$ cat src/rtl/cpu_controller.sv
// Sequencing control unit: steps the 8-phase instruction cycle and decodes the
// opcode into per-phase control strobes, with fetch stalls and a sticky halt.
module cpu_controller (
  input  logic       clk,
  input  logic       rst,
  input  logic [2:0] opcode,
  input  logic       zero,
  input  logic       mem_ready,
  output logic       sel,
  output logic       rd,
  output logic       ld_ir,
  output logic       halt,
  output logic       inc_pc,
  output logic       ld_ac,
  output logic       ld_pc,
  output logic       wr,
  output logic       data_e,
  output logic [2:0] phase
);

  typedef enum logic [2:0] {
    StInstAddr  = 3'd0,
    StInstFetch = 3'd1,
    StInstLoad  = 3'd2,
    StIdle      = 3'd3,
    StOpAddr    = 3'd4,
    StOpFetch   = 3'd5,
    StAluOp     = 3'd6,
    StStore     = 3'd7
  } phase_e;

  localparam logic [2:0] OpHlt = 3'd0;
  localparam logic [2:0] OpSkz = 3'd1;
  localparam logic [2:0] OpAdd = 3'd2;
  localparam logic [2:0] OpAnd = 3'd3;
  localparam logic [2:0] OpXor = 3'd4;
  localparam logic [2:0] OpLda = 3'd5;
  localparam logic [2:0] OpSto = 3'd6;
  localparam logic [2:0] OpJmp = 3'd7;

  phase_e phase_q, phase_d, phase_inc;
  logic   halted_q, halted_d;
  logic   alu_op;

  assign phase_inc = phase_e'(phase_q + 3'd1);
  assign alu_op    = (opcode == OpAdd) || (opcode == OpAnd) ||
                     (opcode == OpXor) || (opcode == OpLda);

  always_ff @(posedge clk or posedge rst) begin
    if (rst) begin
      phase_q  <= StInstAddr;
      halted_q <= 1'b0;
    end else begin
      phase_q  <= phase_d;
      halted_q <= halted_d;
    end
  end

  always_comb begin
    phase_d  = phase_q;
    halted_d = halted_q;
    if (!halted_q) begin
      unique case (phase_q)
        StInstFetch, StOpFetch: if (mem_ready) phase_d = phase_inc;
        // HLT freezes the phase at OP_ADDR; only rst leaves it.
        StOpAddr: begin
          if (opcode == OpHlt) halted_d = 1'b1;
          else                 phase_d  = phase_inc;
        end
        default: phase_d = phase_inc;
      endcase
    end
  end

  always_comb begin
    sel    = 1'b0;
    rd     = 1'b0;
    ld_ir  = 1'b0;
    halt   = 1'b0;
    inc_pc = 1'b0;
    ld_ac  = 1'b0;
    ld_pc  = 1'b0;
    wr     = 1'b0;
    data_e = 1'b0;
    if (halted_q) begin
      halt = 1'b1;
    end else begin
      unique case (phase_q)
        StInstAddr: sel = 1'b1;
        StInstFetch: begin
          sel = 1'b1;
          rd  = 1'b1;
        end
        StInstLoad, StIdle: begin
          sel   = 1'b1;
          rd    = 1'b1;
          ld_ir = 1'b1;
        end
        StOpAddr: begin
          inc_pc = 1'b1;
          halt   = (opcode == OpHlt);
        end
        StOpFetch: rd = alu_op;
        StAluOp: begin
          rd     = alu_op;
          inc_pc = (opcode == OpSkz) && zero;
          ld_pc  = (opcode == OpJmp);
          data_e = (opcode == OpSto);
        end
        StStore: begin
          rd     = alu_op;
          ld_ac  = alu_op;
          ld_pc  = (opcode == OpJmp);
          wr     = (opcode == OpSto);
          data_e = (opcode == OpSto);
        end
        default: ;
      endcase
    end
  end

  assign phase = phase_q;

endmodule
$ cat config.mk
export PLATFORM = sky130hd
export DESIGN_NAME = cpu_controller
export DESIGN_NICKNAME = d
export VERILOG_FILES = /design/src/rtl/cpu_controller.sv
export SDC_FILE = /design/constraint.sdc
export NUM_CORES = 1
export LEC_CHECK = 0
export BUFFER_PORTS_ARGS = -buffer_cell sky130_fd_sc_hd__buf_2
export CORE_AREA = 2 2 39 41
export DETAILED_ROUTE_END_ITERATION = 6
export DIE_AREA = 0 0 41 43
export SLEW_MARGIN = 30
export SYNTH_ARGS = -nofsm -noshare
export SYNTH_HDL_FRONTEND = slang
export SYNTH_SLANG_ARGS = --single-unit
$ cat constraint.sdc
create_clock -name clk -period 2.2 [get_ports clk]
set_input_delay 0.22 -clock clk [delete_from_list [all_inputs] [get_ports clk]]
set_output_delay 0.22 -clock clk [all_outputs]
set_load 0.01 [all_outputs]
# --- Word level (Yosys, flattened, before mapping) ---
# Index checks and enable logic that the tools add are counted.
word_totals:
  regBits: 4
  latch_bits: 0
  mem_bits_rw: 0
  mem_bits_ro: 0
  in_bits: 7
  out_inout_bits: 12
  elab_cells: 57
  memories: 0
op_classes:
  add_sub_neg: 1
  n_mul: 0
  div_mod_pow: 0
  n_lt_le_gt_ge: 0
  n_eq_ne: 16
  n_shift: 0
  mux: 24
  bitwise: 1
  reduce_logical: 13
ops:
  columns: ["op", "count"]
  rows:
  - ["3-bit == test (second input constant)", 8]
  - ["1-bit 2-to-1 mux", 19]
  - ["3-bit by 2-bit == test with 1-bit output (second input constant)", 4]
  - ["3-bit by 1-bit == test with 1-bit output (second input constant)", 2]
  - ["3-bit zero test", 2]
  - ["3-bit 2-to-1 mux", 2]
  - ["3-bit one-hot mux with 2 select lines", 1]
  - ["2-bit OR reduction", 3]
  - ["3-bit OR reduction", 2]
  - ["2-bit inequality test (second input constant)", 2]
  - ["1-bit one-hot mux with 2 select lines", 2]
  - ["4-bit OR reduction", 1]
  - ["3-bit by 1-bit adder with 3-bit output (second input constant)", 1]
  - ["1-bit logical OR", 3]
  - ["3-bit AND reduction", 1]
  - ["1-bit logical AND", 1]
  - ["1-bit inverter", 1]

# --- Depth between registers and ports, before layout ---
depth:
  word_depth: 6
  mapped_depth: 5
  mapped_depth_nobuf: 5

# --- Least setup slack after synthesis ---
# No wires, ideal clock.
synth_path:
  path_kind: "reg-to-reg"
  from: "register phase_q[1], in the netlist phase[1]"
  to: "register phase_q[1], in the netlist phase[1]"
  setup_ns: 0.128
  t_arrival_ns: 1.507
  t_required_ns: 2.072
  setup_slack_ns: 0.566
  path_stages_with_launch: 6
  path_buffers: 0
  synth_period_minus_slack_ns: 1.634
  path_cell_list: "dfrtp_1 inv_1 ha_1 and3b_1 a211oi_2 mux2_1"
synth_via:
  elab_chain_cells: 4
  elab_cells_between_ends: 11
  classes_between: "add/sub (1); eq/ne (5); mux (3); reduce/logical (2)"
synth_lines:
  columns: ["element", "line", "rtl"]
  rows:
  - ["from (decl)", "41", "phase_e phase_q, phase_d, phase_inc;"]
  - ["from (signal assigned)", "51", "phase_q <= StInstAddr;"]
  - ["from (signal assigned)", "54", "phase_q <= phase_d;"]
  - ["parallel branches: the longest is 4 deep, another holds 3-bit by 1-bit adder with 3-bit output", null, null]
# Parallel ways; which one is timed is not known. The select of a mux whose other input is x is not followed.
# A chain may end at the register's enable or synchronous reset.

# --- Worst setup path after layout ---
layout_path:
  from: "register phase_q[1], in the netlist phase[1]"
  to: "output halt"
layout_via:
  elab_chain_cells: 3
layout_lines:
  columns: ["element", "line", "rtl"]
  rows:
  - ["3-bit == test", "88", "unique case (phase_q)"]
  - ["1-bit 2-to-1 mux", "88", null]
  - ["1-bit 2-to-1 mux", "85", "if (halted_q) begin"]
  - ["to (decl)", "12", "output logic halt,"]
# No other way between the ends.

==> impl_metrics.toml <==
[worst_setup_path]
critPathMaxFanout = 7
start_kind = "register"
worstPathArrival_ps = 1490
timing.rr.end = "phase[1]"
worstPathRequired_ps = 1980
r2r_setup_slack_ps = 500
timing.rr.start = "phase[1]"
r2r_cells = 5
worstSetupPathType = "reg -> out"
crit_path_end_kind = "primary output"

[logic_synthesis]
yosys_warnings = 0
synth_compound_area_share_pct = 9.93
synth-seq-cells = 4
yosysSeqAreaShare_pct = 29.4
synthCells = 39
synth-adder-area-share_pct = 18.4
syn_nets = 51
avgSynthCellArea_sq_um = 8.73
synth_top_family_by_area = "simple AND/OR/NAND/NOR gates"
synth.distinct_cells = 18
muxShareOfSynthArea_pct = 3.31
synthSimpleGateAreaFrac_pct = 29.4
syn_area_sq_um = 340
synth_xor_area_share_pct = 5.15

[detailed_routing]
wl_per_cell_um = 10.1
drtIter0Drc = 2
final_antenna_net_count = 0
vias_per_cell = 4.51
drtPass1Iterations = 4
drt_wl_total_um = 775
drc = 0
vias = 347

[power_and_ir_drop]
p_leak_uw = 0.000264
power_density_mw_per_mm2 = 1280
ir_drop_uv = 390

[clock_tree]
cts.repair.resized = 0
cts_sinks = 4
h-tree-depth = 1
cts-buffers-inserted = 3
clk_latency_ps = 230
cts_max_path_buffers = 2
tritoncts = "built"
clk_pin_slew_ps = 40
root_buffer = "clkbuf_4"

[placement]
hpwl_um = 623
placed_cells = 73
io_buffers = 18
gp_congestion = 0.632

[sta]
clock.fmax_ghz = 0.585
clock_skew_ps = 1.94
tns_ps = 0
period_needed_ps = 1710
rsz0062_at_grt = "false"
slew_viol_final = 0
finalSetupViolCount = 0
tightest_slew_ps = 273
min_period_over_period_pct = 77.7
relSlewSlack_pct = 81.8
hold_viol = 0

[floorplan]
floorplan.initialDensity_pct = 24.6
die_h_um = 43
core_area_sq_mm = 0.00138
fp.dieW_um = 41
num_rows = 14
io_pins = 19
dieArea_sq_mm = 0.00176

[finish]
drive_above_1_share_pct = 36.1
fin_cells = 77
multi_input_area_sq_um = 225
syn_to_final_growth_pct = 41.9
seqCellArea_sq_um = 100
n_antenna_cell = 0
num-fill-cells = 158
finalNetCount = 75
final_common_cell = "buf_2"
layout_common_cells = "buf_2, nor2_1, ha_1"

[global_routing]
grt_pass1_wl_mm = 1.16
grt_pass1_vias = 323
track_usage_pct = 9.88
overflow = 0
grt_max_degree = 10
antenna_found_initial = 0

[run]
maxCapViolCount = 0

[hold_path]
hp-class = "in -> reg"
holdPathEnd = "phase[2]"
hold_start = "opcode[1]"
worstHoldPathCells = 4

[run_status]
status = "completed"
cell families (layout without fill, tap and decap cells):
kind of cell | after synthesis | in the layout
flops | 4 | 4
mux | 1 | 1
xor+xnor | 2 | 2
fa+ha+maj | 5 | 5
compound gates | 4 | 4
simple gates | 19 | 19
buf+inv | 4 | 26
report_power, final:
| group | total [uW] | internal [uW] | switching [uW] |
|---|---|---|---|
| registers | 185 | 115 | 70.4 |
| clock network | 86.8 | 60.7 | 26.0 |
| logic | 348 | 172 | 176 |
| total | 620 | 347 | 273 |
Yosys cell counts, drive strengths merged:
| library cell | instances | area share [%] |
|---|---|---|
| nor3 | 2 | 2.9 |
| nor2 | 6 | 6.6 |
| nor2b | 3 | 5.5 |
| nand4 | 1 | 1.8 |
| or3b | 1 | 2.6 |
| and3b | 1 | 2.6 |
| o21ai | 1 | 1.5 |
| xnor2 | 2 | 5.1 |
| nand3 | 1 | 1.5 |
| inv | 4 | 4.4 |
| mux2 | 1 | 3.3 |
| a211oi | 2 | 5.9 |
| ha | 5 | 18 |
| nand2b | 2 | 3.7 |
| dfrtp | 4 | 29 |
| nand2 | 2 | 2.2 |
| a41oi | 1 | 2.6 |
sequential cells by signal, summed over array words and instances, names as in the netlist:
signal / cells
halted_q: 1
phase: 3
worst max-delay path, cell delays in order, from the launching register on:
cell and delay [ps]:
dfrtp_1 450, inv_1 110, ha_1 200, and3b_1 180
nand2_1 90, nand2b_1 80, buf_2 140
per-stage QoR:
| step | setup WS [ps] | area (sq um) | utilization [%] | hold slack (ps) | total power [uW] |
|---|---|---|---|---|---|
| 2_1_floorplan | 566 | 340 | - | -13.9 | 398 |
| 3_3_place_gp | 564 | 450 | 32.5 | 103 | 528 |
| 3_5_place_dp | 487 | 450 | 32.5 | 106 | 539 |
| 4_1_cts | 462 | 483 | 34.9 | 394 | 634 |
| 5_1_grt | 348 | 483 | 34.9 | 423 | 696 |
| 6_report | 490 | 483 | 34.9 | 395 | 620 |
cell type report:
class                      instances  area share (%)
timing repair buffer              19            20.7
clock buffer                       3            4.66
tap                               16            4.15
multi-input combinational         31            46.6
inverter                           4            3.11
sequential                         4            20.7
how the worst max path moves through the flow:
stage               depth (start not counted)  slack, ps     start  endpoint
floorplan                                   5        570  phase[1]  phase[1]
global placement                            5        560  phase[1]  phase[1]
detailed placement                          5        490  phase[1]  phase[1]
CTS                                         6        460  phase[1]      halt
global route                                6        350  phase[1]      halt
finish                                      6        490  phase[1]      halt
layer usage:
metal	vias up	track usage, %	wire [um]
li1	177	-	-
met1	155	9.12	331
met2	15	17.2	372
met3	0	3.14	71
met4	0	6.00	0
met5	-	0	0
timing repair:
action                                 CTS  global route
setup endpoints to repair                0             0
hold buffers                             1             0
endpoints found under the hold margin    4             0
setup buffers                            0             0
(Power assumes the default switching activity.)
